<file path="src/rtl/video_pattern_gen.sv">
// Raster timing generator and test-pattern source: counts h/v position, derives
// hs/vs/de and produces color bars, gray ramp, checkerboard or a solid color.
module video_pattern_gen #(
  parameter int H_ACTIVE  = 1920,
  parameter int H_FP      = 88,
  parameter int H_SYNC    = 44,
  parameter int H_BP      = 148,
  parameter int V_ACTIVE  = 1080,
  parameter int V_FP      = 4,
  parameter int V_SYNC    = 5,
  parameter int V_BP      = 36,
  parameter bit HS_POL    = 1'b1,
  parameter bit VS_POL    = 1'b1,
  parameter int CHK_SHIFT = 6
) (
  input  logic        pclk_i,
  input  logic        rst,
  input  logic        en_i,
  input  logic [1:0]  pattern_i,
  input  logic [23:0] solid_i,
  output logic [23:0] rgb_o,
  output logic        hs_o,
  output logic        vs_o,
  output logic        de_o,
  output logic [11:0] x_o,
  output logic [11:0] y_o,
  output logic        frame_start_o
);
  localparam int H_TOTAL = H_ACTIVE + H_FP + H_SYNC + H_BP;
  localparam int V_TOTAL = V_ACTIVE + V_FP + V_SYNC + V_BP;
  localparam int BAR_W   = (H_ACTIVE / 8 > 0) ? H_ACTIVE / 8 : 1;

  localparam logic [11:0] H_ACT   = 12'(H_ACTIVE);
  localparam logic [11:0] V_ACT   = 12'(V_ACTIVE);
  localparam logic [11:0] H_LAST  = 12'(H_TOTAL - 1);
  localparam logic [11:0] V_LAST  = 12'(V_TOTAL - 1);
  localparam logic [11:0] HS_BEG  = 12'(H_ACTIVE + H_FP);
  localparam logic [11:0] HS_END  = 12'(H_ACTIVE + H_FP + H_SYNC - 1);
  localparam logic [11:0] VS_BEG  = 12'(V_ACTIVE + V_FP);
  localparam logic [11:0] VS_END  = 12'(V_ACTIVE + V_FP + V_SYNC - 1);
  localparam logic [11:0] BW_LAST = 12'(BAR_W - 1);

  logic [11:0] h_q, h_d, v_q, v_d, bcnt_q, bcnt_d;
  logic [2:0]  bar_q, bar_d;
  logic        run_q, run_d;
  logic [1:0]  pat_q, pat_d;
  logic [23:0] sol_q, sol_d;

  logic [23:0] rgb_q, rgb_d;
  logic        hs_q, hs_d, vs_q, vs_d, de_q, de_d, fs_q, fs_d;
  logic [11:0] x_q, x_d, y_q, y_d;

  logic        live, de, sof;
  logic [23:0] pix, bar_rgb;

  always_comb begin
    // run_q marks that the counter state is a real raster position; the first
    // cycle after enable only arms it, so (0,0) is the first counted position.
    live = en_i && run_q;
    de   = live && (h_q < H_ACT) && (v_q < V_ACT);
    sof  = live && (h_q == '0) && (v_q == '0);

    pat_d = sof ? pattern_i : pat_q;
    sol_d = sof ? solid_i : sol_q;

    case (bar_q)
      3'd0:    bar_rgb = 24'hFFFFFF;
      3'd1:    bar_rgb = 24'hFFFF00;
      3'd2:    bar_rgb = 24'h00FFFF;
      3'd3:    bar_rgb = 24'h00FF00;
      3'd4:    bar_rgb = 24'hFF00FF;
      3'd5:    bar_rgb = 24'hFF0000;
      3'd6:    bar_rgb = 24'h0000FF;
      default: bar_rgb = 24'h000000;
    endcase

    case (pat_d)
      2'd0:    pix = bar_rgb;
      2'd1:    pix = {h_q[7:0], h_q[7:0], h_q[7:0]};
      2'd2:    pix = (h_q[CHK_SHIFT] ^ v_q[CHK_SHIFT]) ? 24'hFFFFFF : 24'h000000;
      default: pix = sol_d;
    endcase

    rgb_d = de ? pix : 24'h000000;
    de_d  = de;
    hs_d  = (live && h_q >= HS_BEG && h_q <= HS_END) ? HS_POL : ~HS_POL;
    vs_d  = (live && v_q >= VS_BEG && v_q <= VS_END) ? VS_POL : ~VS_POL;
    x_d   = de ? h_q : '0;
    y_d   = de ? v_q : '0;
    fs_d  = de && sof;

    h_d    = h_q;
    v_d    = v_q;
    bar_d  = bar_q;
    bcnt_d = bcnt_q;
    run_d  = run_q;
    if (!en_i) begin
      h_d    = '0;
      v_d    = '0;
      bar_d  = '0;
      bcnt_d = '0;
      run_d  = 1'b0;
    end else if (!run_q) begin
      run_d = 1'b1;
    end else if (h_q == H_LAST) begin
      h_d    = '0;
      v_d    = (v_q == V_LAST) ? '0 : v_q + 12'd1;
      bar_d  = '0;
      bcnt_d = '0;
    end else begin
      h_d = h_q + 12'd1;
      // Bar index tracks h_cnt / BAR_W incrementally, saturating at the last bar.
      if (h_q < H_ACT) begin
        if (bcnt_q == BW_LAST) begin
          bcnt_d = '0;
          if (bar_q != 3'd7) bar_d = bar_q + 3'd1;
        end else begin
          bcnt_d = bcnt_q + 12'd1;
        end
      end
    end
  end

  always_ff @(posedge pclk_i or posedge rst) begin
    if (rst) begin
      h_q    <= '0;
      v_q    <= '0;
      bar_q  <= '0;
      bcnt_q <= '0;
      run_q  <= 1'b0;
      pat_q  <= '0;
      sol_q  <= '0;
      rgb_q  <= '0;
      hs_q   <= ~HS_POL;
      vs_q   <= ~VS_POL;
      de_q   <= 1'b0;
      x_q    <= '0;
      y_q    <= '0;
      fs_q   <= 1'b0;
    end else begin
      h_q    <= h_d;
      v_q    <= v_d;
      bar_q  <= bar_d;
      bcnt_q <= bcnt_d;
      run_q  <= run_d;
      pat_q  <= pat_d;
      sol_q  <= sol_d;
      rgb_q  <= rgb_d;
      hs_q   <= hs_d;
      vs_q   <= vs_d;
      de_q   <= de_d;
      x_q    <= x_d;
      y_q    <= y_d;
      fs_q   <= fs_d;
    end
  end

  assign rgb_o         = rgb_q;
  assign hs_o          = hs_q;
  assign vs_o          = vs_q;
  assign de_o          = de_q;
  assign x_o           = x_q;
  assign y_o           = y_q;
  assign frame_start_o = fs_q;
endmodule

</file>
<file path="config.mk">
export PLATFORM = sky130hd
export DESIGN_NAME = video_pattern_gen
export DESIGN_NICKNAME = d
export VERILOG_FILES = /design/src/rtl/video_pattern_gen.sv
export SDC_FILE = /design/constraint.sdc
export NUM_CORES = 1
export LEC_CHECK = 0
export CORE_MARGIN = 1
export CORE_UTILIZATION = 45
export DETAILED_ROUTE_END_ITERATION = 8
export PLACE_DENSITY_LB_ADDON = 0.1
export SYNTH_ARGS = -nofsm -noshare
export SYNTH_HDL_FRONTEND = slang
export SYNTH_SLANG_ARGS = --single-unit
</file>
<file path="constraint.sdc">
create_clock -name pclk_i -period 3.9 [get_ports pclk_i]
set_input_delay 0.78 -clock pclk_i [delete_from_list [all_inputs] [get_ports pclk_i]]
set_output_delay 0.78 -clock pclk_i [all_outputs]
set_load 0.02 [all_outputs]
</file>
==> flow_metrics.py, run 1 <==
metrics = {
    "floorplan": {
        "number_of_primary_i_o_pins": 81,
        "fp.coreArea_um2": 12200,
        "core.rowCount": 40,
        "fp.dieArea_um2": 13100,
        "die_h_um": 114,
        "floorplan.die.width_um": 114,
        "initial_utilization_pct": 46.7,
    },
    "clock_network": {
        "cts_root_buffer": "clkbuf_16",
        "cts-buffers-inserted": 17,
        "clk_transition_reported_paths_ps": 50,
        "hold_buffers": 0,
        "cts_tree": "yes",
        "clock_sinks": 118,
        "post_cts_resized": 0,
        "post_cts.repair.setup_buffers": 0,
        "worst_skew_pair_later_pin_latency_ps": 420,
        "cts-htree-levels": 4,
        "maximum_clock_insertion_buffer_count": 2,
    },
    "cells_and_area": {
        "area.sequential_um2": 2950,
        "fill_cells": 1064,
        "mostFrequentLayoutCells": "118 x dfrtp_1, 106 x nand2_1, 80 x clkdlybuf4s50_1",
        "layout_area_growth_over_synthesis_pct": 25.9,
        "multi_input_area_um2": 2500,
        "most_frequent_standard_cell_in_the_layout_excluding_fill_and_tap_cells": "dfrtp_1",
        "drive_above_1_share_pct": 7.97,
        "num_antenna_cells": 0,
        "fin_nets": 695,
    },
    "worst_setup_path": {
        "timing_worst_setup_path_type": "in -> reg",
        "worst_ep_arrival_time_ps": 3420,
        "timing.critical_path.from_type": "input port",
        "cpMaxStageDelayCell": "or2_2",
        "largest_stage_delay_worst_path_ps": 580,
        "critical_path_buf_inv_count": 1,
        "path_cells": "clkdlybuf4s50_1, nor4bb_1, nand4_1, or2_2, mux2i_4, a2111oi_0",
        "required_ps": 4160,
        "critical_path_peak_fanout": 24,
        "critical_path.endpoint_type": "flip-flop",
        "path_delay_family": "simple AND/OR/NAND/NOR gates",
    },
    "sta": {
        "fin_worst_setup_slack_ps": 737,
        "fmax_mhz": 316,
        "finalCriticalPeriod_ps": 3160,
        "report.final.slew_viol_count": 0,
        "timing.hold.ws_ps": 468,
        "finalSetupViolations": 0,
        "final_hold_viol_count": 0,
        "timing.setup.tns_ps": 0,
        "clock_skew_ps": 9.75,
        "setup_repair_after_global_routing_missed_its_margin": "false",
        "slew-limit-headroom_pct": 40.5,
        "min_period_over_period_pct": 81.1,
        "worstMarginPinSlew_ps": 867,
    },
    "pwr": {
        "ir_worst_vdd_v": 0.000344,
        "power.static_leakage_nw": 3.08,
        "power_density_nw_per_um2": 484,
        "total_power_mw": 3.46,
    },
    "route": {
        "drtAntennaViolNets": 0,
        "drc_marker_count_from_the_first_detailed_route_iteration": 300,
        "drt-wirelength-per-cell_um": 16.9,
        "via_count": 4634,
        "dr.pass1.iters": 4,
        "finalWirelength_um": 14100,
        "post_drt_via_cell_ratio": 5.56,
        "route.detailed.drc": 0,
    },
    "yosys": {
        "synth_edf_count": 0,
        "postSynthCellCount": 585,
        "synthesis.area_per_instance_um2": 9.72,
        "main_area_contributors_after_synthesis": "dfrtp_1 52%, nand2_1 7.0%, nor3_1 4.8%",
        "post_synth_num_cell_types": 62,
        "seq_area_frac_synth_pct": 51.9,
        "ys_warns": 0,
        "yosysTopAreaCellShare_pct": 51.9,
        "synth-async-reset-ratio_pct": 100,
        "synth_seq_cells": 118,
        "ys.flop_type": "dfrtp_1",
        "syn-cell-area_um2": 5690,
        "yosysTopAreaCell": "dfrtp_1",
    },
    "grt": {
        "grt_pass1_wl_um": 23000,
        "grt_antenna_before_repair": 0,
        "pin_count_of_the_biggest_net_entering_global_routing": 51,
        "number_of_global_route_vias_before_repair": 4566,
        "global_route_total_overflow": 0,
        "aggregate_global_route_resource_usage_pct": 23.2,
    },
    "place": {
        "finalWeightedCongestion": 0.900,
        "dp_hpwl_um": 9420,
        "buffer_ports.inserted": 80,
        "dp_worst_setup_slack_ps": 396,
    },
    "run": {
        "maxCapViolations": 0,
    },
    "hold_path": {
        "hp-class": "reg -> reg",
    },
    "outcome": {
        "status": "completed",
    },
}
[cell families (layout without fill, tap and decap cells)]
logic type      Yosys count  in the layout  synth area share [%]
fa+ha+maj                11             11                  2.42
simple gates            285            285                  25.6
xor+xnor                 12             12                  1.85
other cells               1              2                0.0660
buf+inv                  55            134                  4.20
mux                       8              8                  1.87
compound gates           95             95                  12.0
flops                   118            118                  51.9
[through the flow]
stage / cell area, um2 / utilization (%) / cells
finish: 7160 / 58.8 / 833
global placement: 6610 / 54.3 / 804
floorplan: 5690 / - / 586
global route: 7160 / 58.8 / 833
CTS: 7160 / 58.8 / 833
detailed placement: 6610 / 54.3 / 804
[worst paths after layout]
kind / from / to / slack [ps] / depth (start not counted)
setup / recovery: en_i / rgb_o[10] / 740 / 6
hold reg to reg: sol_q[19] / sol_q[19] / 470 / 2
setup reg to reg: v_q[6] / rgb_o[10] / 870 / 5
min in group asynchronous: rst / h_q[5] / 790 / 2
hold / removal: sol_q[19] / sol_q[19] / 470 / 2
max in group asynchronous: rst / bcnt_q[10] / 2400 / 3
[layout make-up]
class / instances / area share [%]
timing repair buffer: 88 / 12.2
tap: 168 / 2.94
clock inverter: 4 / 0.629
clock buffer: 25 / 7.06
sequential: 118 / 41.3
inverter: 17 / 0.944
multi-input combinational: 413 / 35.0
[layer usage]
metal / track usage [%] / vias to the layer above / part of all wire, %
met1: 31.6 / 2259 / 46
met5: 0 / - / 0
met2: 34.9 / 137 / 47
met3: 6.78 / 17 / 5.5
li1: - / 2221 / -
met4: 8.83 / 0 / 1.3
[flip-flops by register name, indices dropped and copies added (netlist names)]
name	count
rgb_o	24
sol_q	24
bcnt_q	12
h_q	12
v_q	12
x_o	12
y_o	12
bar_q	3
pat_q	2
de_o	1
frame_start_o	1
hs_o	1
run_q	1
vs_o	1
[report_power, final]
part           switching, mW  internal (mW)  leakage, nW  total (mW)
clock                  0.509          0.945        0.275        1.45
combinational          0.338          0.220         1.22       0.557
sequential            0.0842           1.37         1.58        1.45
total                  0.931           2.53         3.08        3.46
[tightest hold or removal path: cells and delay by family (launching register included)]
kind / cells / cell delay, ps
simple gates: 2 / 100
flops: 1 / 340
[synthesized netlist by cell type (4+ instances only)]
cell type / number
mux2i_1: 5
a2111oi_0: 16
a211oi_1: 4
or3_1: 6
xnor2_1: 11
nand4_1: 8
o21ai_0: 21
a2111oi_1: 8
a21oi_1: 12
nand2_1: 106
clkbuf_1: 23
nor2_1: 26
ha_1: 11
nor2b_1: 7
dfrtp_1: 118
nor3_1: 55
inv_1: 17
buf_2: 11
nand3_1: 19
or4_1: 6
o31ai_1: 6
and4_1: 6
and2_1: 20
Note: power is estimated with default switching activity, not from simulation.
==> run 2, diff against run 1 <==
Clock period 3.9 ns to 3.3 ns, I/O delays scaled along.
==> run 2 against run 1 <==
Non-clock buffer count is 4 higher. Sequential share of layout area is 0.14 points lower. Clock skew is 2.1 ps lower. Hold slack hardly changed. Critical endpoint is now rgb_o[22].
==> flow_metrics.py, run 2 (synthesized netlist as in run 1, its figures left out) <==
metrics = {
    "grt": {
        "global_route_total_overflow": 0,
        "grt_antenna_before_repair": 0,
        "pin_count_of_the_biggest_net_entering_global_routing": 119,
        "grt_pass1_wl_um": 23100,
        "number_of_global_route_vias_before_repair": 4542,
        "aggregate_global_route_resource_usage_pct": 23.0,
    },
    "worst_setup_path": {
        "timing.reg2reg.worst_path_depth": 5,
        "critical_path.endpoint_type": "flip-flop",
        "timing_worst_setup_path_type": "in -> reg",
        "regToRegStartpoint": "h_q[3]",
        "critical_path_peak_fanout": 8,
        "reg2reg_setup_slack_ps": 740,
        "worst_r2r_endpoint": "rgb_o[12]",
        "required_ps": 3550,
        "worst_ep_arrival_time_ps": 2940,
        "timing.critical_path.from_type": "input port",
    },
    "place": {
        "buffer_ports.inserted": 80,
        "dp_worst_setup_slack_ps": 154,
        "finalWeightedCongestion": 0.900,
        "dp_hpwl_um": 9140,
    },
    "hold_path": {
        "hold_path_startpoint": "sol_q[6]",
        "min_delay_worst_endpoint": "sol_q[6]",
        "hp-class": "reg -> reg",
        "min_delay_path_depth": 2,
    },
    "sta": {
        "report.final.slew_viol_count": 0,
        "finalSetupViolations": 0,
        "fmax_mhz": 371,
        "timing.setup.tns_ps": 0,
        "fin_worst_setup_slack_ps": 606,
        "min_period_over_period_pct": 81.6,
        "clock_skew_ps": 7.67,
        "setup_repair_after_global_routing_missed_its_margin": "false",
        "worstMarginPinSlew_ps": 963,
        "final_hold_viol_count": 0,
        "finalCriticalPeriod_ps": 2690,
        "slew-limit-headroom_pct": 35.7,
    },
    "floorplan": {
        "floorplan.die.width_um": 114,
        "die_h_um": 114,
        "initial_utilization_pct": 46.7,
        "core.rowCount": 40,
        "fp.dieArea_um2": 13100,
        "fp.coreArea_um2": 12200,
        "number_of_primary_i_o_pins": 81,
    },
    "route": {
        "finalWirelength_um": 13900,
        "via_count": 4639,
        "drtAntennaViolNets": 0,
        "route.detailed.drc": 0,
        "post_drt_via_cell_ratio": 5.54,
        "dr.pass1.iters": 5,
        "drt-wirelength-per-cell_um": 16.6,
        "drc_marker_count_from_the_first_detailed_route_iteration": 349,
    },
    "clock_network": {
        "cts-buffers-inserted": 17,
        "post_cts_resized": 0,
        "post_cts.repair.setup_buffers": 0,
        "clk_transition_reported_paths_ps": 50,
        "hold_buffers": 0,
        "maximum_clock_insertion_buffer_count": 2,
        "clock_sinks": 118,
        "worst_skew_pair_later_pin_latency_ps": 420,
        "cts-htree-levels": 4,
        "cts_tree": "yes",
        "cts_root_buffer": "clkbuf_16",
    },
    "cells_and_area": {
        "most_frequent_standard_cell_in_the_layout_excluding_fill_and_tap_cells": "dfrtp_1",
        "fin_nets": 699,
        "mostFrequentLayoutCells": "118 x dfrtp_1, 106 x nand2_1, 80 x clkdlybuf4s50_1",
        "layout_area_growth_over_synthesis_pct": 26.3,
        "num_antenna_cells": 0,
        "drive_above_1_share_pct": 8.37,
    },
    "run": {
        "maxCapViolations": 0,
    },
    "pwr": {
        "power.static_leakage_nw": 3.09,
        "ir_worst_vdd_v": 0.000471,
        "power_density_nw_per_um2": 564,
    },
    "outcome": {
        "status": "completed",
    },
}
==> run 2: changes by cell type in the layout (fill, tap and decap cells not counted) <==
| cell | delta |
|---|---|
| buf_4 | +3 |
| clkbuf_8 | -2 |
| buf_12 | +1 |
| clkbuf_1 | +1 |
| clkinv_2 | +1 |
==> run 2: metrics by stage <==
step / hold WS [ps] / std cells / util, % / instance area [um2] / power (mW)
3_3_place_gp: 451 / 808 / 54.7 / 6650 / 2.38
5_1_grt: 492 / 837 / 59.0 / 7180 / 4.23
3_5_place_dp: 457 / 808 / 54.7 / 6650 / 2.40
4_1_cts: 469 / 837 / 59.0 / 7180 / 4.09
6_report: 468 / 837 / 59.0 / 7180 / 4.05
2_1_floorplan: 440 / 586 / - / 5690 / 2.12
==> run 2: report_power, final <==
group | total (mW) | leakage (nW) | switching, mW | internal, mW
clock network | 1.67 | 0.266 | 0.599 | 1.07
registers | 1.72 | 1.58 | 0.0975 | 1.62
logic | 0.661 | 1.24 | 0.397 | 0.264
==> run 2: critical path, stage by stage <==
cell	delay (ps)
clkdlybuf4s50_1	500
nor4bb_1	380
nand4_1	210
buf_4	200
nor2_4	150
mux2i_1	640
a2111oi_1	200
==> run 2: routing by layer <==
| metal | vias up | routed length (um) | track usage (%) |
|---|---|---|---|
| li1 | 2221 | - | - |
| met1 | 2251 | 6280 | 30.2 |
| met2 | 149 | 6610 | 36.5 |
| met3 | 18 | 823 | 6.14 |
| met4 | 0 | 213 | 9.00 |
| met5 | - | 0 | 0 |
==> run 2: how the worst max path moves through the flow <==
stage | startpoint | end
finish | en_i | rgb_o[22]
global route | en_i | rgb_o[23]
CTS | en_i | rgb_o[12]
detailed placement | en_i | rgb_o[12]
global placement | en_i | rgb_o[19]
floorplan | en_i | rgb_o[0]
==> run 2: area by class of cell <==
cell class / instances / area [um2]
Clock buffer: 24 / 482
Fill cell: 1051 / 4980
Tap cell: 168 / 210
Multi-Input combinational cell: 413 / 2500
Sequential cell: 118 / 2950
Inverter: 17 / 67.6
Timing Repair Buffer: 92 / 916
Clock inverter: 5 / 50.0
